<file path="src/rtl/fpu_ss_wb_arb.sv">
// Writeback arbiter: merges FPU results and load/store completions into one registered result slot.
// Optional FPU_SS_WB_RR_EN selects two-way round-robin instead of fixed mem-over-FPU priority.
module fpu_ss_wb_arb #(
    parameter int unsigned ID_WIDTH = 4
) (
    input  logic                clk_i,
    input  logic                rst_i,

    input  logic                fpu_valid_i,
    output logic                fpu_ready_o,
    input  logic [31:0]         fpu_result_i,
    input  logic [4:0]          fpu_fflags_i,
    input  logic [4:0]          fpu_addr_i,
    input  logic                fpu_rd_is_fp_i,
    input  logic [ID_WIDTH-1:0] fpu_id_i,

    input  logic                mem_valid_i,
    output logic                mem_ready_o,
    input  logic [31:0]         mem_rdata_i,
    input  logic [4:0]          mem_rd_i,
    input  logic                mem_we_i,
    input  logic [ID_WIDTH-1:0] mem_id_i,

    output logic                fpr_we_o,
    output logic [4:0]          fpr_waddr_o,
    output logic [31:0]         fpr_wdata_o,

    output logic                x_result_valid_o,
    input  logic                x_result_ready_i,
    output logic [ID_WIDTH-1:0] x_result_id_o,
    output logic [31:0]         x_result_data_o,
    output logic [4:0]          x_result_rd_o,
    output logic                x_result_we_o,
    output logic [2:0]          x_result_ecswe_o,
    output logic [5:0]          x_result_ecsdata_o,

    output logic                fflags_valid_o,
    output logic [4:0]          fflags_o
);

    localparam logic [2:0] ECSWE_FS    = 3'b010;
    localparam logic [5:0] ECSDATA_FS  = 6'b001100;

    logic slot_free;
    logic mem_wins;
    logic grant_mem;
    logic grant_fpu;

    assign slot_free = !x_result_valid_o || x_result_ready_i;

`ifdef FPU_SS_WB_RR_EN
    logic prefer_mem_q;

    assign mem_wins = !fpu_valid_i || prefer_mem_q;

    // After every grant the pointer favours whichever source lost out.
    always_ff @(posedge clk_i or posedge rst_i) begin
        if (rst_i) begin
            prefer_mem_q <= 1'b0;
        end else if (grant_mem) begin
            prefer_mem_q <= 1'b0;
        end else if (grant_fpu) begin
            prefer_mem_q <= 1'b1;
        end
    end
`else
    assign mem_wins = 1'b1;
`endif

    always_comb begin
        grant_mem = !rst_i && slot_free && mem_valid_i && mem_wins;
        grant_fpu = !rst_i && slot_free && fpu_valid_i && !grant_mem;
    end

    assign mem_ready_o = grant_mem;
    assign fpu_ready_o = grant_fpu;

    always_ff @(posedge clk_i or posedge rst_i) begin
        if (rst_i) begin
            x_result_valid_o   <= 1'b0;
            x_result_id_o      <= '0;
            x_result_data_o    <= '0;
            x_result_rd_o      <= '0;
            x_result_we_o      <= 1'b0;
            x_result_ecswe_o   <= '0;
            x_result_ecsdata_o <= '0;
            fpr_we_o           <= 1'b0;
            fpr_waddr_o        <= '0;
            fpr_wdata_o        <= '0;
            fflags_valid_o     <= 1'b0;
            fflags_o           <= '0;
        end else begin
            fpr_we_o       <= 1'b0;
            fflags_valid_o <= 1'b0;
            if (grant_mem) begin
                x_result_valid_o <= 1'b1;
                x_result_id_o    <= mem_id_i;
                x_result_rd_o    <= mem_rd_i;
                x_result_we_o    <= 1'b0;
                if (mem_we_i) begin
                    x_result_data_o    <= mem_rdata_i;
                    x_result_ecswe_o   <= ECSWE_FS;
                    x_result_ecsdata_o <= ECSDATA_FS;
                    fpr_we_o           <= 1'b1;
                    fpr_waddr_o        <= mem_rd_i;
                    fpr_wdata_o        <= mem_rdata_i;
                end else begin
                    x_result_data_o    <= '0;
                    x_result_ecswe_o   <= '0;
                    x_result_ecsdata_o <= '0;
                end
            end else if (grant_fpu) begin
                x_result_valid_o <= 1'b1;
                x_result_id_o    <= fpu_id_i;
                x_result_rd_o    <= fpu_addr_i;
                x_result_data_o  <= fpu_result_i;
                fflags_valid_o   <= 1'b1;
                fflags_o         <= fpu_fflags_i;
                if (fpu_rd_is_fp_i) begin
                    x_result_we_o      <= 1'b0;
                    x_result_ecswe_o   <= ECSWE_FS;
                    x_result_ecsdata_o <= ECSDATA_FS;
                    fpr_we_o           <= 1'b1;
                    fpr_waddr_o        <= fpu_addr_i;
                    fpr_wdata_o        <= fpu_result_i;
                end else begin
                    x_result_we_o      <= 1'b1;
                    x_result_ecswe_o   <= '0;
                    x_result_ecsdata_o <= '0;
                end
            end else if (x_result_ready_i) begin
                x_result_valid_o <= 1'b0;
            end
        end
    end

endmodule
</file>
<file path="config.mk">
export PLATFORM = sky130hd
export DESIGN_NAME = fpu_ss_wb_arb
export DESIGN_NICKNAME = d
export VERILOG_FILES = /design/src/rtl/fpu_ss_wb_arb.sv
export SDC_FILE = /design/constraint.sdc
export NUM_CORES = 1
export LEC_CHECK = 0
export ABC_AREA = 1
export CAP_MARGIN = 15
export CORE_ASPECT_RATIO = 1.4
export CORE_MARGIN = 2
export CORE_UTILIZATION = 40
export DETAILED_ROUTE_END_ITERATION = 6
export PLACE_DENSITY_LB_ADDON = 0.1
export SLEW_MARGIN = 20
export SYNTH_ARGS = -nofsm -noshare
export SYNTH_HDL_FRONTEND = slang
export SYNTH_SLANG_ARGS = --single-unit
</file>
<file path="constraint.sdc">
create_clock -name clk_i -period 5.3 [get_ports clk_i]
set_input_delay 1.06 -clock clk_i [delete_from_list [all_inputs] [get_ports clk_i]]
set_output_delay 1.06 -clock clk_i [all_outputs]
set_load 0.005 [all_outputs]
</file>
### After elaboration in Yosys (flattened, before gate mapping)

Cells that the tools add are included.

| storage, ports and cells | value |
|---|---|
| register bits after elaboration | 96 |
| bits of input ports | 94 |
| output and inout port bits | 98 |
| word-level logic and storage cells | 62 |

| cells by class | value |
|---|---|
| eq/ne operators | 1 |
| mux-type cells | 35 |
| bitwise gates (word level) | 1 |
| reductions and logical operators | 13 |

Operators with widths:

| operator | count |
|---|---|
| 32-bit 2-to-1 mux | 7 |
| 5-bit 2-to-1 mux | 6 |
| 4-bit 2-to-1 mux | 4 |
| 1-bit 2-to-1 mux | 12 |
| 6-bit 2-to-1 mux | 2 |
| 3-bit 2-to-1 mux | 2 |
| 1-bit logical AND | 4 |
| 2-bit 2-to-1 mux | 2 |
| 2-bit nonzero test | 2 |
| 1-bit logical NOT | 3 |
| 3-bit AND reduction | 1 |
| 3-bit nonzero test | 1 |
| 2-bit by 1-bit inequality test with 1-bit output, second input constant | 1 |
| 2-bit AND reduction | 1 |
| 1-bit logical OR | 1 |
| 1-bit NOT | 1 |

### Depth between registers and ports, before layout

Gate-level depths: netlist (run 1).

| logic depth | value |
|---|---|
| depth after elaboration | 8 |
| gate-level depth with buffers | 9 |

### Least setup slack after synthesis (run 1)

OpenSTA, ideal clock, no wires.

| timing | value |
|---|---|
| path type | in2reg |
| from | in rst_i |
| to | reg fpr_wdata_o[5] |
| library setup time | 0.066 ns |
| arrival | 4.436 ns |
| slack | 0.798 ns |
| stages | 6 |
| buffers on the path | 1 |
| path through | inv_1 > clkbuf_1 > nand4_1 > nand2_1 > nand3_1 > nand2_1 |

| between the ends | value |
|---|---|
| cells in the longest elaborated chain, start to end | 7 |

RTL lines:

| what | line | text |
|---|---|---|
| start, declared | 7 | `input logic rst_i,` |
| 1-bit logical NOT (no source line) * | - |  |
| 1-bit logical AND * | 71, 72 |  |
| 1-bit logical AND | 71 | `grant_mem = !rst_i && slot_free && mem_valid_i && mem_wins;` |
| 1-bit logical NOT | 72 | `grant_fpu = !rst_i && slot_free && fpu_valid_i && !grant_mem;` |
| 1-bit logical AND | 72 |  |
| 2-bit nonzero test (no source line) | - |  |
| 3-bit AND reduction (no source line) | - |  |
| end signal, assigned | 106 | `fpr_wdata_o <= mem_rdata_i;` |
| end signal, assigned | 125 | `fpr_wdata_o <= fpu_result_i;` |
| end, declared | 26 | `output logic [31:0] fpr_wdata_o,` |

Every way passes the cells marked *; elsewhere a longest branch is shown, timed or not.
A chain may end at the register's enable or synchronous reset.

### Worst setup path in the final report (run 1)

| timing | value |
|---|---|
| from | in x_result_ready_i |
| to | out mem_ready_o |

| between the ends | value |
|---|---|
| cells in the longest elaborated chain, start to end | 3 |

RTL lines:

| what | line | text |
|---|---|---|
| start, declared | 29 | `input logic x_result_ready_i,` |
| 1-bit logical OR | 49 | `assign slot_free = !x_result_valid_o \|\| x_result_ready_i;` |
| 1-bit logical AND (2 in a row) | 71 |  |
| end, declared | 18 | `output logic mem_ready_o,` |

Every way passes these cells.

==> impl_metrics.tcl, run 1 <==
set metrics [dict create \
    hold_class "reg -> reg" \
    skew_ps 4.25 \
    finalInstanceArea_mm2 0.00655 \
    critPathLaunchType "input port" \
    port_buffers 185 \
    io_pins 192 \
    routabilityCongestion 0.811 \
    dp_hpwl_um 9590 \
    row_count 45 \
    p_leak_nw 3.01 \
    fmax_mhz 257 \
    drive_above_1_share_pct 4.38 \
    clockBufferDepth 2 \
    cts_tree "yes" \
    htreeDepth 3 \
    track_usage_pct 24.2 \
    root_buffer "clkbuf_16" \
    critPathTopFamily "buffers and inverters" \
    clk_pin_slew_ps 60 \
    crit_arrival_ps 2830 \
    grt_pass1_wl_um 23000 \
    critPathRequiredTime_ps 4240 \
    ctsHoldBuffers 0 \
    cp_common_cell "clkdlybuf4s50_1" \
    drc 0 \
    fill_cells 984 \
    regArea_mm2 0.00220 \
    drt-initial-drc-count 291 \
    ys_top_cells_by_area "dfrtp_1 (50%), nand2_1 (13%), nand3_1 (12%)" \
    grt_pass1_vias 4592 \
    worstMarginPinSlew_ps 824 \
    power_density_mw_per_mm2 338 \
    fin_nets 821 \
    insertion_delay_ps 340 \
    synth_area_mm2 0.00442 \
    multi_input_area_mm2 0.00192 \
    setup_tns_ps 0 \
    yosysWarnings 0 \
    slowest_delay_ps 490 \
    whs_ps 475 \
    die_x_um 92.9 \
    synthDistinctLibCells 17 \
    critPathCaptureType "output port" \
    die-height_um 128 \
    drv_cap 0 \
    routed_wl_um 14400 \
    ys_ff_latch 88 \
    synth_top_area_share_pct 49.8 \
    ant_nets 0 \
    ir_drop_uv 183 \
    yosys.area.top_type "dfrtp_1" \
    crit_buf_inv 5 \
    ctsResizeCount 0 \
    final_core_util_pct 60.6 \
    gr-total-overflow 0 \
    cpMaxStageDelayCell "clkdlybuf4s50_1" \
    via_per_inst 5.46 \
    core-area_mm2 0.0108 \
    period_needed_ps 3890 \
    slew_violations 0 \
    period_share_pct 73.5 \
    postCtsSetupBuffers 0 \
    ys_seq_area_share_pct 49.8 \
    clock_sinks 88 \
    syn_avg_cell_area_um2 7.73 \
    numCtsBuffers 9 \
    crit_chain "clkdlybuf4s50_1 -> inv_1 -> nand2_2 -> buf_4 -> nand3_2 -> clkinv_1 -> clkdlybuf4s50_1" \
    area_growth_pct 48.1 \
    synth_cells 572 \
    crit_type "in -> out" \
    dr.pass1.iters 4 \
    dpl_cell_area_mm2 0.00627 \
    grt_max_degree 79 \
    relSlewSlack_pct 45.1 \
    die-area_mm2 0.0119 \
    status "completed" \
    cp_max_fo 36 \
    grt_antenna_before_repair 0 \
    num_antenna_cells 0 \
    initial_utilization_pct 40.9 \
    hold_violations 0 \
    avgRoutedWirePerCell_um 16.6 \
    rsz0062_at_grt "false" \
    vias 4754 \
    setup_violations 0 \
]
layout by cell type (no fill, tap or decap), types with 9 or more instances in the layout:
master,n
a21oi_1,33
buf_4,12
clkbuf_16,9
clkdlybuf4s50_1,184
dfrtp_1,88
nand2_1,158
nand3_1,109
nand4_1,39
nor2_1,36
o21ai_0,35
worst paths after layout:
path | startpoint | end | slack, ps | cells after the start
max in group asynchronous | rst_i | x_result_data_o[19] | 2680 | 4
worst min-delay path | fflags_o[3] | fflags_o[3] | 470 | 2
min in group asynchronous | rst_i | fpr_wdata_o[6] | 1410 | 3
worst max-delay path | x_result_ready_i | mem_ready_o | 1410 | 7
worst max register to register | x_result_valid_o | x_result_id_o[3] | 2600 | 9
worst min register to register | fflags_o[3] | fflags_o[3] | 470 | 2
cell families (layout without fill, tap and decap cells):
logic type,after synthesis,count (layout),share of synthesized area [%]
AOI/OAI and AO/OA,69,69,7.81
other,1,6,0.0848
and+or+nand+nor,346,346,35.0
buffers and inverters,68,221,7.33
DFF,88,88,49.8
area by class of cell:
type	instances	share of cell area, %
clock inverters	5	0.764
multi-input cells	421	29.3
inverters	10	0.611
repair buffers	197	29.6
clock buffers	9	3.44
well taps	141	2.69
flip-flops and latches	88	33.6
per-layer routing:
layer	vias to the layer above	track usage, %	wire (um)
li1	2223	-	-
met1	2279	30.7	5800
met2	223	40.5	7150
met3	29	4.16	1070
met4	0	11.2	418
met5	-	0	0
state kept, by name, indices dropped and copies added, names as in the netlist:
signal / cells
fpr_wdata_o: 32
x_result_data_o: 32
fflags_o: 5
fpr_waddr_o: 5
x_result_rd_o: 5
x_result_id_o: 4
fflags_valid_o: 1
fpr_we_o: 1
x_result_ecsdata_o: 1
x_result_valid_o: 1
x_result_we_o: 1
synthesized netlist by cell type:
| library cell | instances |
|---|---|
| clkinv_1 | 1 |
| nand3_2 | 2 |
| dfrtp_1 | 88 |
| nor2_1 | 36 |
| buf_2 | 28 |
| nand4_1 | 39 |
| buf_1 | 2 |
| clkbuf_1 | 19 |
| nand2_1 | 159 |
| inv_1 | 9 |
| o21ai_1 | 1 |
| conb_1 | 1 |
| o21ai_0 | 35 |
| buf_4 | 9 |
| nand3_1 | 109 |
| a21oi_1 | 33 |
| nand2_2 | 1 |
tightest hold or removal path: cells and delay by family (launching register included):
kind | cells | cell delay, ps
flip-flops | 1 | 350
AND/OR/NAND/NOR | 2 | 90
power by group:
part           total (mW)  switching (mW)  internal, mW
Sequential          0.907          0.0905         0.817
Clock               0.612           0.255         0.357
Combinational       0.696           0.294         0.402
Total                2.22           0.640          1.58
per-stage QoR:
| step | total power, mW | setup WS (ps) | instances |
|---|---|---|---|
| floorplan | 1.16 | 542 | 577 |
| global placement | 1.61 | 1450 | 857 |
| detailed placement | 1.62 | 1420 | 857 |
| CTS | 2.24 | 1410 | 871 |
| global route | 2.34 | 1280 | 871 |
| finish | 2.22 | 1410 | 871 |
Power figures use the tool's default switching activity.
==> run 2: changes to the inputs <==
clock period = 3.95 ns   (was 5.3 ns; I/O delays follow)
==> run 2 against run 1 <==
  * Combinational power grew 36%
  * Sequential power grew 33%
  * Worst setup slack got worse by 710 ps
  * Count of clock-buffer cells in the layout is 2 higher
  * Non-clock buffer count rose by 2
  * Total power increased by 43%
  * Critical path depth down 1
  * Core utilization increased by 1.1 points
  * Clock power rose by 63%
  * Wire length up 2.7%
==> impl_metrics.tcl, run 2 (same netlist as run 1, synthesis figures left out) <==
set metrics [dict create \
    postCtsSetupBuffers 0 \
    drc 0 \
    insertion_delay_ps 340 \
    final_common_cell "clkdlybuf4s50_1" \
    final_cell_mix "clkdlybuf4s50_1 (184), nand2_1 (158), nand3_1 (109)" \
    critPathCaptureType "output port" \
    grt_pass1_vias 4755 \
    dr.pass1.iters 6 \
    slowest_delay_ps 500 \
    routed_wl_um 14800 \
    critPathTopFamily "buffers and inverters" \
    grt_util_met1_pct 31.5 \
    numCtsBuffers 9 \
    root_buffer "clkbuf_16" \
    critPathRequiredTime_ps 3160 \
    drv_cap 0 \
    numPlacedInstances 859 \
    slew_violations 0 \
    ir_drop_uv 269 \
    grt_pass1_wl_um 23700 \
    period_share_pct 82.4 \
    grtUsageMet2_pct 42.4 \
    critPathLaunchType "input port" \
    ctsResizeCount 0 \
    ctsHoldBuffers 0 \
    fill_cells 946 \
    io_pins 192 \
    relSlewSlack_pct 52.3 \
    grt_max_degree 104 \
    dp_hpwl_um 9750 \
    vias 4730 \
    power_density_mw_per_mm2 474 \
    period_needed_ps 3250 \
    die-area_mm2 0.0119 \
    crit_chain "clkdlybuf4s50_1 -> inv_4 -> nand3_2 -> nor2_1 -> buf_4 -> clkdlybuf4s50_1" \
    clock_sinks 88 \
    p_leak_nw 3.06 \
    via_per_inst 5.41 \
    cpMaxStageDelayCell "clkdlybuf4s50_1" \
    skew_ps 9.32 \
    setup_slack_ps 697 \
    hold_violations 0 \
    setup_violations 0 \
    die_x_um 92.9 \
    rsz0062_at_grt "false" \
    layoutNonFillerInstCount 875 \
    area_growth_pct 50.8 \
    grt_antenna_before_repair 0 \
    met3_usage_pct 4.22 \
    setup_tns_ps 0 \
    port_buffers 185 \
    core-area_mm2 0.0108 \
    fin_nets 823 \
    drt-initial-drc-count 299 \
    fmax_mhz 307 \
    track_usage_pct 25.1 \
    crit_type "in -> out" \
    clockBufferDepth 2 \
    gr-total-overflow 0 \
    die-height_um 128 \
    clk_pin_slew_ps 60 \
    row_count 45 \
    hold_class "reg -> reg" \
    status "completed" \
    biggestRegsByFlops "fpr_wdata_o x32, x_result_data_o x32" \
    drive_above_1_share_pct 4.90 \
    initial_utilization_pct 40.9 \
    crit_arrival_ps 2460 \
    ant_nets 0 \
    grt_most_used_layer "met2" \
    cp_max_fo 26 \
    htreeDepth 3 \
    cts_tree "yes" \
    routabilityCongestion 0.790 \
    dp_slack_ps 705 \
    num_antenna_cells 0 \
    avgRoutedWirePerCell_um 16.9 \
    worstMarginPinSlew_ps 715 \
    cp_common_cell "clkdlybuf4s50_1" \
    crit_buf_inv 4 \
]
## run 2: final timing paths
kind,startpoint,endpoint,slack (ps),depth (start not counted)
worst max-delay path,rst_i,fpu_ready_o,700,6
worst min-delay path,fflags_o[0],fflags_o[0],480,2
worst max register to register,x_result_valid_o,x_result_id_o[1],1790,8
worst min register to register,fflags_o[0],fflags_o[0],480,2
max in group asynchronous,rst_i,fflags_o[3],2300,3
min in group asynchronous,rst_i,fpr_wdata_o[5],820,2
## run 2: power breakdown
group,leakage (nW),switching [mW],internal [mW]
Sequential,1.07,0.119,1.10
Clock,0.172,0.350,0.652
Combinational,1.82,0.399,0.545
## run 2: routing by layer
metal | routed length [um] | up-vias | share of wire (%)
li1 | - | 2232 | -
met1 | 6010 | 2258 | 41
met2 | 7450 | 211 | 50
met3 | 910 | 29 | 6.1
met4 | 461 | 0 | 3.1
met5 | 0 | - | 0
## run 2: cell type report
type | instances | area [um^2] | share of cell area, %
Inverter | 10 | 40.0 | 0.600
Tap cell | 141 | 176 | 2.65
Multi-Input combinational cell | 421 | 1920 | 28.8
Sequential cell | 88 | 2200 | 33.0
Clock inverter | 5 | 103 | 1.54
Clock buffer | 11 | 253 | 3.79
Timing Repair Buffer | 199 | 1980 | 29.6
## run 2: stage by stage
stage | total power [mW] | utilization (%) | instance area (um^2) | hold WS, ps
after floorplan | 1.56 | - | 4440 | 465
final | 3.16 | 61.7 | 6670 | 481
after detailed placement | 2.18 | 58.4 | 6310 | 470
after global routing | 3.32 | 61.7 | 6670 | 509
after CTS | 3.19 | 61.7 | 6670 | 486
after global placement | 2.16 | 58.4 | 6310 | 461
## run 2: worst register-to-register path, cell delays in order, from the launching register on
cell and delay (ps):
dfrtp_1 380, nand2_2 110, nand3_2 80, buf_4 580
nand2_2 150, buf_4 260, inv_1 340, nand2_1 100
o21ai_0 90
==> run 3: changes to the inputs <==
clock period = 3.2 ns   (was 3.95 ns; I/O delays follow)
==> run 3 against run 2 <==
  * Via count increased by 0.44%
  * Critical path depth fell by 1
  * Flip-flop and latch count unchanged
  * Clock skew is 6.1 ps lower
  * Final cell count increased by 0.34%
  * Hold slack gained 2.4 ps
  * Cell area fell by 0.64%
  * Sequential share of layout area up 0.21 points
  * Critical endpoint unchanged
  * Largest cell class unchanged
==> impl_metrics.tcl, run 3 (same netlist as run 1, synthesis figures left out) <==
set metrics [dict create \
    status "completed" \
    regArea_mm2 0.00220 \
    reg2reg_from "x_result_valid_o" \
    p_clk_share_pct 28.7 \
    grt_pass1_wl_um 23800 \
    numCtsBuffers 9 \
    cts_tree "yes" \
    initial_utilization_pct 40.9 \
    htreeDepth 3 \
    p_sw_mw 1.06 \
    numPlacedInstances 861 \
    vias 4751 \
    period_needed_ps 2760 \
    clockBufferDepth 2 \
    final_common_cell "clkdlybuf4s50_1" \
    routed_wl_um 14700 \
    ctsResizeCount 0 \
    clock_sinks 88 \
    dpl_cell_area_mm2 0.00632 \
    grt_max_degree 73 \
    drc 0 \
    gr-total-overflow 0 \
    reg2reg_depth 8 \
    p_leak_nw 3.04 \
    p_int_mw 2.67 \
    avgRoutedWirePerCell_um 16.7 \
    drt-initial-drc-count 276 \
    postCtsSetupBuffers 0 \
    area_growth_pct 49.8 \
    routabilityCongestion 0.791 \
    via_per_inst 5.41 \
    critPathCaptureType "output port" \
    rsz0062_at_grt "false" \
    slowest_delay_ps 540 \
    critPathLaunch "rst_i" \
    die_x_um 92.9 \
    relSlewSlack_pct 44.3 \
    multi_input_area_mm2 0.00192 \
    cp_common_cell "clkdlybuf4s50_1" \
    skew_ps 3.19 \
    grt_antenna_before_repair 1 \
    hold_class "reg -> reg" \
    power_density_mw_per_mm2 563 \
    hold_violations 0 \
    crit_chain "clkdlybuf4s50_1 -> inv_4 -> nand3_2 -> nor2_1 -> clkdlybuf4s50_1" \
    finalInstanceArea_mm2 0.00663 \
    dp_hpwl_um 9850 \
    ant_nets 0 \
    rrSetupSlack_ps 1170 \
    cpMaxStageDelayCell "clkdlybuf4s50_1" \
    port_buffers 185 \
    drv_cap 0 \
    final_cell_mix "clkdlybuf4s50_1 (184), nand2_1 (158), nand3_1 (109)" \
    drive_above_1_share_pct 5.16 \
    pwr-share-comb_pct 31.2 \
    row_count 45 \
    grt_pass1_vias 4616 \
    insertion_delay_ps 340 \
    p_seq_share_pct 40.0 \
    slew_violations 0 \
    critPathLaunchType "input port" \
    swShare_pct 28.4 \
    die-height_um 128 \
    setup_tns_ps 0 \
    ctsHoldBuffers 0 \
    ir_drop_uv 298 \
    crit_type "in -> out" \
    biggestRegsByFlops "fpr_wdata_o x32, x_result_data_o x32" \
    track_usage_pct 25.2 \
    fill_cells 1004 \
    critPathRequiredTime_ps 2560 \
    r2r-end "x_result_id_o[2]" \
    io_pins 192 \
    setup_violations 0 \
    cp_max_fo 14 \
    critPathCapture "fpu_ready_o" \
    crit_arrival_ps 2120 \
    fmax_mhz 362 \
    worstMarginPinSlew_ps 836 \
    core-area_mm2 0.0108 \
    root_buffer "clkbuf_16" \
    layoutNonFillerInstCount 878 \
    die-area_mm2 0.0119 \
    clk_pin_slew_ps 60 \
    period_share_pct 86.2 \
    fin_nets 825 \
    dr.pass1.iters 4 \
]
-- run 3: per-layer routing --
metal,vias up,global-route usage (%),part of all wire [%]
met1,2252,32.8,41
met2,230,42.0,50
met5,-,0,0
met3,31,3.86,6.7
li1,2238,-,-
met4,0,10.6,2.9
-- run 3: per-stage QoR --
stage	util [%]	setup WS (ps)	hold WS [ps]	total power [mW]
6_report	61.3	440	483	3.73
5_1_grt	61.3	357	502	3.94
4_1_cts	61.3	422	489	3.77
3_5_place_dp	58.4	433	471	2.69
3_3_place_gp	58.4	442	457	2.67
2_1_floorplan	-	622	465	1.93
-- run 3: worst max-delay path, delay by kind of cell --
kind,cells,cell delay [ps]
buf+inv,3,1180
simple gates,2,300
-- run 3: worst min path at each step --
stage	to	start	cells after the start	slack, ps
finish	fflags_o[2]	fflags_o[2]	2	480
floorplan	fflags_o[0]	fflags_o[0]	2	470
global route	fflags_o[0]	fflags_o[0]	2	500
global placement	fflags_o[1]	fflags_o[1]	2	460
CTS	x_result_rd_o[3]	x_result_rd_o[3]	2	490
detailed placement	fflags_o[2]	fflags_o[2]	2	470
-- run 3: final cells by class --
cell class	instances	area share (%)
Sequential cell	88	33.2
Tap cell	141	2.66
Timing Repair Buffer	201	29.9
Antenna cell	1	0.0378
Clock buffer	11	3.81
Multi-Input combinational cell	421	28.9
Inverter	10	0.604
Clock inverter	5	0.831
-- run 3: power by group through the flow --
stage	clock network [mW]	registers [mW]	logic (mW)
5_1_grt	1.14	1.52	1.28
2_1_floorplan	0	1.52	0.410
6_report	1.07	1.49	1.16
3_5_place_dp	0	1.51	1.17
4_1_cts	1.09	1.50	1.18
3_3_place_gp	0	1.50	1.16
